### src/rtl/uart_tx_fifo.sv
// Byte FIFO in front of a UART transmitter: buffers CPU stores and paces one
// uart_wr_o strobe every BYTE_CYCLES clocks so the transmitter is never hit while busy.
module uart_tx_fifo #(
  parameter int DEPTH       = 16,
  parameter int BYTE_CYCLES = 6720
) (
  input  logic                     sys_clk_i,
  input  logic                     sys_rstn_i,
  input  logic                     wr_en_i,
  input  logic [7:0]               wr_data_i,
  input  logic                     clr_ovf_i,
  output logic                     full_o,
  output logic                     empty_o,
  output logic [$clog2(DEPTH):0]   count_o,
  output logic                     overflow_o,
  output logic                     uart_wr_o,
  output logic [7:0]               uart_dat_o
);

  localparam int PW     = $clog2(DEPTH);
  localparam int CW     = PW + 1;
  localparam int PACE_W = $clog2(BYTE_CYCLES);

  typedef enum logic [1:0] {IDLE, ISSUE, WAIT} state_t;

  state_t            state;
  logic [7:0]        mem [DEPTH];
  logic [PW-1:0]     wr_ptr;
  logic [PW-1:0]     rd_ptr;
  logic [CW-1:0]     count;
  logic [PACE_W-1:0] pace;
  logic              full;
  logic              push;
  logic              drop;
  logic              pop;

  assign full = (count == CW'(DEPTH));
  assign push = wr_en_i && !full;
  assign drop = wr_en_i && full;
  assign pop  = (state == IDLE) && (count != '0);

  assign full_o  = full;
  assign empty_o = (count == '0);
  assign count_o = count;

  // NOTE: storage is deliberately left out of reset; count and pointers alone
  // define which entries are valid, and an unreset array maps onto plain RAM.
  always_ff @(posedge sys_clk_i) begin
    if (push) mem[wr_ptr] <= wr_data_i;
  end

  // NOTE: sequential state uses non-blocking assignments only, so every block
  // sees the pre-edge values of count, state and pointers.
  always_ff @(posedge sys_clk_i or negedge sys_rstn_i) begin
    if (!sys_rstn_i) begin
      wr_ptr     <= '0;
      rd_ptr     <= '0;
      count      <= '0;
      overflow_o <= 1'b0;
    end else begin
      if (push) wr_ptr <= wr_ptr + PW'(1);
      if (pop)  rd_ptr <= rd_ptr + PW'(1);
      case ({push, pop})
        2'b10:   count <= count + CW'(1);
        2'b01:   count <= count - CW'(1);
        default: count <= count;
      endcase
      // A drop on the same edge as a clear keeps the flag set.
      if (drop)           overflow_o <= 1'b1;
      else if (clr_ovf_i) overflow_o <= 1'b0;
    end
  end

  // Strobe-to-strobe spacing: IDLE(1) + ISSUE(1) + WAIT(BYTE_CYCLES-2 incl. the 0 cycle).
  always_ff @(posedge sys_clk_i or negedge sys_rstn_i) begin
    if (!sys_rstn_i) begin
      state      <= IDLE;
      pace       <= '0;
      uart_wr_o  <= 1'b0;
      uart_dat_o <= 8'h00;
    end else begin
      case (state)
        IDLE: begin
          if (pop) begin
            uart_dat_o <= mem[rd_ptr];
            uart_wr_o  <= 1'b1;
            state      <= ISSUE;
          end
        end
        ISSUE: begin
          uart_wr_o <= 1'b0;
          pace      <= PACE_W'(BYTE_CYCLES - 3);
          state     <= WAIT;
        end
        WAIT: begin
          if (pace == '0) state <= IDLE;
          else            pace  <= pace - PACE_W'(1);
        end
        default: begin
          uart_wr_o <= 1'b0;
          state     <= IDLE;
        end
      endcase
    end
  end

endmodule

### config.mk
export PLATFORM = sky130hd
export DESIGN_NAME = uart_tx_fifo
export DESIGN_NICKNAME = d
export VERILOG_FILES = /design/src/rtl/uart_tx_fifo.sv
export SDC_FILE = /design/constraint.sdc
export NUM_CORES = 1
export LEC_CHECK = 0
export CAP_MARGIN = 40
export CORE_AREA = 5 5 118 120
export CTS_BUF_LIST = sky130_fd_sc_hd__clkbuf_8
export CTS_CLUSTER_SIZE = 24
export DETAILED_ROUTE_END_ITERATION = 10
export DIE_AREA = 0 0 123 125
export GPL_ROUTABILITY_DRIVEN = 0
export PLACE_DENSITY = 0.69
export SETUP_SLACK_MARGIN = 0.15
export SKIP_CTS_REPAIR_TIMING = 1
export SLEW_MARGIN = 0
export SYNTH_ARGS = -nofsm -noshare
export SYNTH_HDL_FRONTEND = slang
export SYNTH_SLANG_ARGS = --single-unit
### constraint.sdc
create_clock -name sys_clk_i -period 8.25 [get_ports sys_clk_i]
set_input_delay 1.65 -clock sys_clk_i [delete_from_list [all_inputs] [get_ports sys_clk_i]]
set_output_delay 1.65 -clock sys_clk_i [all_outputs]
set_load 0.01 [all_outputs]
Word-level counts from Yosys, hierarchy flattened. Memories as Yosys holds them, arrays and structs flattened. A register that Yosys moved wholly into a read port is not among the register bits. Index checks and enable logic that the tools add are counted.

RAM bits: 128. Register bits: 30. Memories: 1. Input port bits: 12. Output and inout bits: 17. Word-level logic and storage cells: 50.

Memory list: mem (words 16, bits a word 8, rd ports 1, clocked after Yosys merged registers in 1, wr ports 1, RTL line 27) `logic [7:0] mem [DEPTH];`.

Mux-type cells: 12. Reductions and logical operators: 16. Eq/ne operators: 8. Bitwise operators: 1. Add/subtract/negate cells: 5.

Operators by type and width (count): 13-bit one-hot mux with 2 select lines (1); 13-bit logical NOT (1); 13-bit 2-to-1 mux (1); 13-bit by 1-bit subtractor with 13-bit output, second input constant (1); 5-bit one-hot mux with 2 select lines (1); 4-bit by 1-bit adder with 4-bit output, second input constant (2); 2-bit AND reduction (4); 2-bit != test, second input constant (3); 2-bit one-hot mux with 3 select lines (1); 2-bit nonzero test (3); 5-bit by 1-bit adder with 5-bit output, second input constant (1); 5-bit == test, second input constant (1); 5-bit logical NOT (1); 1-bit 2-to-1 mux (5); 5-bit nonzero test (1); 5-bit by 1-bit subtractor with 5-bit output, second input constant (1); 2-bit by 1-bit == test with 1-bit output, second input constant (2); 2-bit == test, second input constant (2); 2-bit 2-to-1 mux (2); 1-bit logical AND (3); 1-bit logical NOT (2); 2-bit logical NOT (1); 1-bit one-hot mux with 2 select lines (1); 1-bit inverter (1).

Logic depth before layout (Yosys ltp).
Depth after elaboration: 5. Gate-level depth with buffers: 13. Gate-level depth less buffers: 12.

Worst setup path before layout. No wires, ideal clock.

Path kind: input port to flip-flop. From: in wr_en_i. To: reg count[4] (netlist: count_o[4]). Buffers on the path: 1. Data arrival time: 3.574 ns. Slack: 4.550 ns. Cell stages on the path: 10. Required time: 8.124 ns. Library setup time: 0.126 ns. Path through: and2_1 clkbuf_1 inv_1 ha_1 ha_1 nor2b_1 o21ai_0 a21oi_1 or3b_2 xnor2_1.

Longest elaborated chain between the ends: 3. Elaborated cells on any way between the ends: 5. Classes of those cells: eq/ne (2); mux (1); reduce/logical (2).

RTL lines: start, declared (RTL line 9) `input logic wr_en_i,`; 1-bit logical AND (*) (RTL line 38) `assign push = wr_en_i && !full;`; 2-bit by 1-bit == test with 1-bit output or 2-bit == test (tied branches) (RTL line 63) `case ({push, pop})`; 5-bit one-hot mux with 2 select lines or 2-bit nonzero test (tied branches); end signal, assigned (RTL line 64) `2'b10: count <= count + CW'(1);`; end signal, assigned (RTL line 65) `2'b01: count <= count - CW'(1);`; end signal, assigned (RTL line 66) `default: count <= count;`; end, declared (RTL line 30) `logic [CW-1:0] count;`.

Every way passes the cells marked *; elsewhere a longest branch is shown, timed or not. A chain may end at the register's enable or synchronous reset.

Final worst setup path. Same ends and word-level chain as after synthesis.

==> flow_summary.json <==
{
  "initial_core_util_pct": 53.7,
  "netlist_area_um2": 6910,
  "path_buf_inv": 2,
  "yosysSeqAreaShare_pct": 69.3,
  "n_fill_cell": 946,
  "dieArea_um2": 15400,
  "power.switching_mw": 0.844,
  "peakVddDrop_mv": 0.172,
  "first_pass_iters": 4,
  "synth_cells": 413,
  "syn-mean-instance-area_um2": 16.7,
  "placed_area_um2": 7340,
  "finalWorstSetupSlack_ns": 4.36,
  "routed_wl_um": 12100,
  "layout.cells.non_filler": 635,
  "max_stage_delay_ns": 0.47,
  "hpwlAfterDp_um": 8150,
  "area_delta_synth_final_pct": 12.5,
  "synth_top_area_share_pct": 55.6,
  "yosysWarnings": 0,
  "cp.required_ns": 8.58,
  "critical_path.endpoint_type": "flip-flop",
  "cp_top_family": "simple AND/OR/NAND/NOR gates",
  "slew_violations": 0,
  "cpMostUsedCell": "ha_1",
  "cts_sinks": 166,
  "grt_first_pass_wirelength_um": 19600,
  "die-width_um": 123,
  "num_io_pins": 29,
  "powerDensity_nw_per_um2": 335,
  "num-nets-final": 470,
  "rsz0062_at_grt": "false",
  "tns_ns": 0,
  "drt_iter0_drc": 230,
  "synth_flop_cell": "edfxtp_1",
  "core_um2": 12900,
  "antenna_found_initial": 0,
  "drtAntennaViolNets": 0,
  "critical_path_arrival_ns": 4.23,
  "maxCapViolCount": 0,
  "power_mw": 2.60,
  "vias": 3498,
  "power_switching_share_pct": 32.4,
  "clock_path_buffers": 2,
  "syn_nets": 437,
  "worstMarginPinSlew_ns": 0.855,
  "numCtsBuffers": 17,
  "max_freq_mhz": 257,
  "maxSlewHeadroom_pct": 42.8,
  "final-setup-viol-count": 0,
  "clk_latency_ns": 0.45,
  "ctsHtreeMaxLevel": 4,
  "final_hold_viol_count": 0,
  "drcViolationCount": 0,
  "p_leak_nw": 2.78,
  "p_clk_share_pct": 24.2,
  "grt_overflow": 0,
  "die_h_um": 125,
  "outcome": "finished clean",
  "pwr-share-comb_pct": 32.1,
  "async_reset_ff_share_pct": 22.9,
  "cts-root-buf": "clkbuf_8",
  "path_cells": "clkdlybuf4s50_1 -> and2_1 -> inv_1 -> ha_1 -> ha_1 -> nor2b_1 -> o21ai_0 -> a21oi_1 -> or3b_2 -> xnor2_1",
  "io_buffers": 28,
  "min_period_ns": 3.89,
  "wl_per_cell_um": 19.0,
  "yosysTopAreaCell": "edfxtp_1",
  "dp_slack_ns": 3.90,
  "cp_max_fo": 9,
  "crit_type": "input pin to flip-flop",
  "cts_tree": "done",
  "synth_edf_count": 128,
  "ys_ff_latch": 166,
  "period_share_pct": 47.2,
  "fin_skew_ns": 0.0178,
  "grt_util_all_layers_pct": 17.1,
  "worstSetupStartpointType": "input pin",
  "yosysUniqueCellTypes": 43,
  "clkTransAtPathRegs_ns": 0.09,
  "internal-power_mw": 1.76,
  "antenna_cells": 0,
  "via_per_inst": 5.51,
  "seq_power_share_pct": 43.7,
  "layout-drive-gt1-share_pct": 14.4,
  "worst_hold_path_type": "flip-flop to flip-flop",
  "grt_pass1_vias": 3694,
  "synth_area_leaders": "edfxtp_1 56%, dfrtp_1 14%, mux4_1 6.5%",
  "dp_cells": 603,
  "design_area_um2": 7780,
  "cp_slowest_cell": "clkdlybuf4s50_1",
  "grt_max_degree": 39,
  "row_count": 42
}
==> worst reg2reg max path, cell delays in order (launching register included) <==
cell and delay [ns]:
dfrtp_1 0.44, nor4_1 0.35, nor2b_1 0.24, or3_1 0.58, inv_1 0.22, ha_1 0.30, ha_1 0.34, nor2b_1 0.15
o21ai_0 0.23, a21oi_1 0.10, or3b_2 0.46, xnor2_1 0.13
==> per-layer routing <==
layer | share of wire [%] | vias to the layer above | GRT usage (%) | wire length [µm]
li1 | - | 1642 | - | -
met1 | 44 | 1767 | 23.4 | 5340
met2 | 50 | 81 | 27.4 | 6000
met3 | 5.1 | 8 | 3.84 | 616
met4 | 0.94 | 0 | 6.06 | 114
met5 | 0 | - | 0 | 0
==> through the flow <==
stage / utilization (%) / hold WS [ns]
after floorplan: - / 0.480
after global placement: 56.8 / 0.474
after detailed placement: 57.0 / 0.478
after CTS: 60.4 / 0.497
after global routing: 60.4 / 0.514
final: 60.4 / 0.491
==> cells by family after synthesis <==
group	Yosys count	synth area share (%)
flip-flops	166	69.3
AND/OR/NAND/NOR	98	6.61
AO/OA/AOI/OAI	34	2.81
buffers and inverters	36	2.64
multiplexers	54	14.7
adder cells (fa/ha/maj)	12	2.28
XOR/XNOR	13	1.65
==> sequential cells by signal, summed over array words and instances (netlist names) <==
name and cells:
pace 13, wr_ptr 4, state 2, mem 128, uart_dat_o 8, overflow_o 1
rd_ptr 4, count_o 5, uart_wr_o 1
==> synthesized netlist by cell type (all sizes together), types with 3 or more instances <==
cell,instances
inv,15
nand4,7
nor3,9
nor2b,5
mux2,8
nor2,19
edfxtp,128
nand2,41
ha,11
o21ai,23
clkbuf,7
and2,3
a21oi,4
mux2i,14
dfrtp,38
nand2b,3
mux4,32
xor2,5
xnor2,8
buf,14
nand3,5
==> path summary, 6_finish.rpt <==
kind | startpoint | to | slack (ns) | depth (start not counted)
hold / removal | uart_dat_o[7]$_DFFE_PN0P_ | uart_dat_o[7]$_DFFE_PN0P_ | 0.49 | 2
max in group asynchronous | sys_rstn_i | rd_ptr[0]$_DFFE_PN0P_ | 6.38 | 1
setup reg to reg | count_o[1]$_DFFE_PN0P_ | count_o[4]$_DFFE_PN0P_ | 4.61 | 11
hold reg to reg | uart_dat_o[7]$_DFFE_PN0P_ | uart_dat_o[7]$_DFFE_PN0P_ | 0.49 | 2
min in group asynchronous | sys_rstn_i | pace[10]$_DFFE_PN0P_ | 1.29 | 1
setup / recovery | wr_en_i | count_o[4]$_DFFE_PN0P_ | 4.36 | 10
==> cells in the final DEF, fill, tap and decap left out, types with 3 or more instances in the layout <==
cell / synthesis / final
nand4_1: 7 / 7
mux4_2: 15 / 15
bufinv_16: 0 / 3
inv_1: 15 / 15
and2_1: 3 / 3
nor3_1: 9 / 9
a21oi_1: 4 / 4
dfrtp_1: 38 / 37
nand2b_1: 3 / 3
nor2b_1: 5 / 5
nor2_1: 19 / 19
clkbuf_8: 0 / 17
buf_4: 1 / 3
inv_6: 0 / 6
clkdlybuf4s50_1: 0 / 27
xor2_1: 5 / 5
inv_8: 0 / 5
buf_2: 7 / 4
o21ai_1: 15 / 15
edfxtp_1: 128 / 128
nand2_1: 41 / 41
mux4_1: 17 / 17
ha_1: 11 / 11
o21ai_0: 7 / 7
nand3_1: 5 / 5
mux2i_1: 14 / 14
xnor2_1: 8 / 8
mux2_2: 8 / 8
==> power groups by stage <==
stage / Clock (mW) / Combinational, mW / Sequential (mW)
floorplan: 0 / 0.632 / 1.12
global placement: 0 / 0.779 / 1.19
detailed placement: 0 / 0.849 / 1.16
CTS: 0.644 / 0.853 / 1.14
global route: 0.680 / 0.924 / 1.16
finish: 0.629 / 0.836 / 1.14
==> area by class of cell <==
class / instances / area (µm²) / area share (%)
clock inverters: 15 / 203 / 2.61
well taps: 176 / 220 / 2.83
inverters: 15 / 56.3 / 0.724
flip-flops and latches: 166 / 4800 / 61.7
clock buffers: 17 / 234 / 3.01
multi-input cells: 211 / 1940 / 24.9
repair buffers: 35 / 333 / 4.28
(Power assumes the default switching activity.)
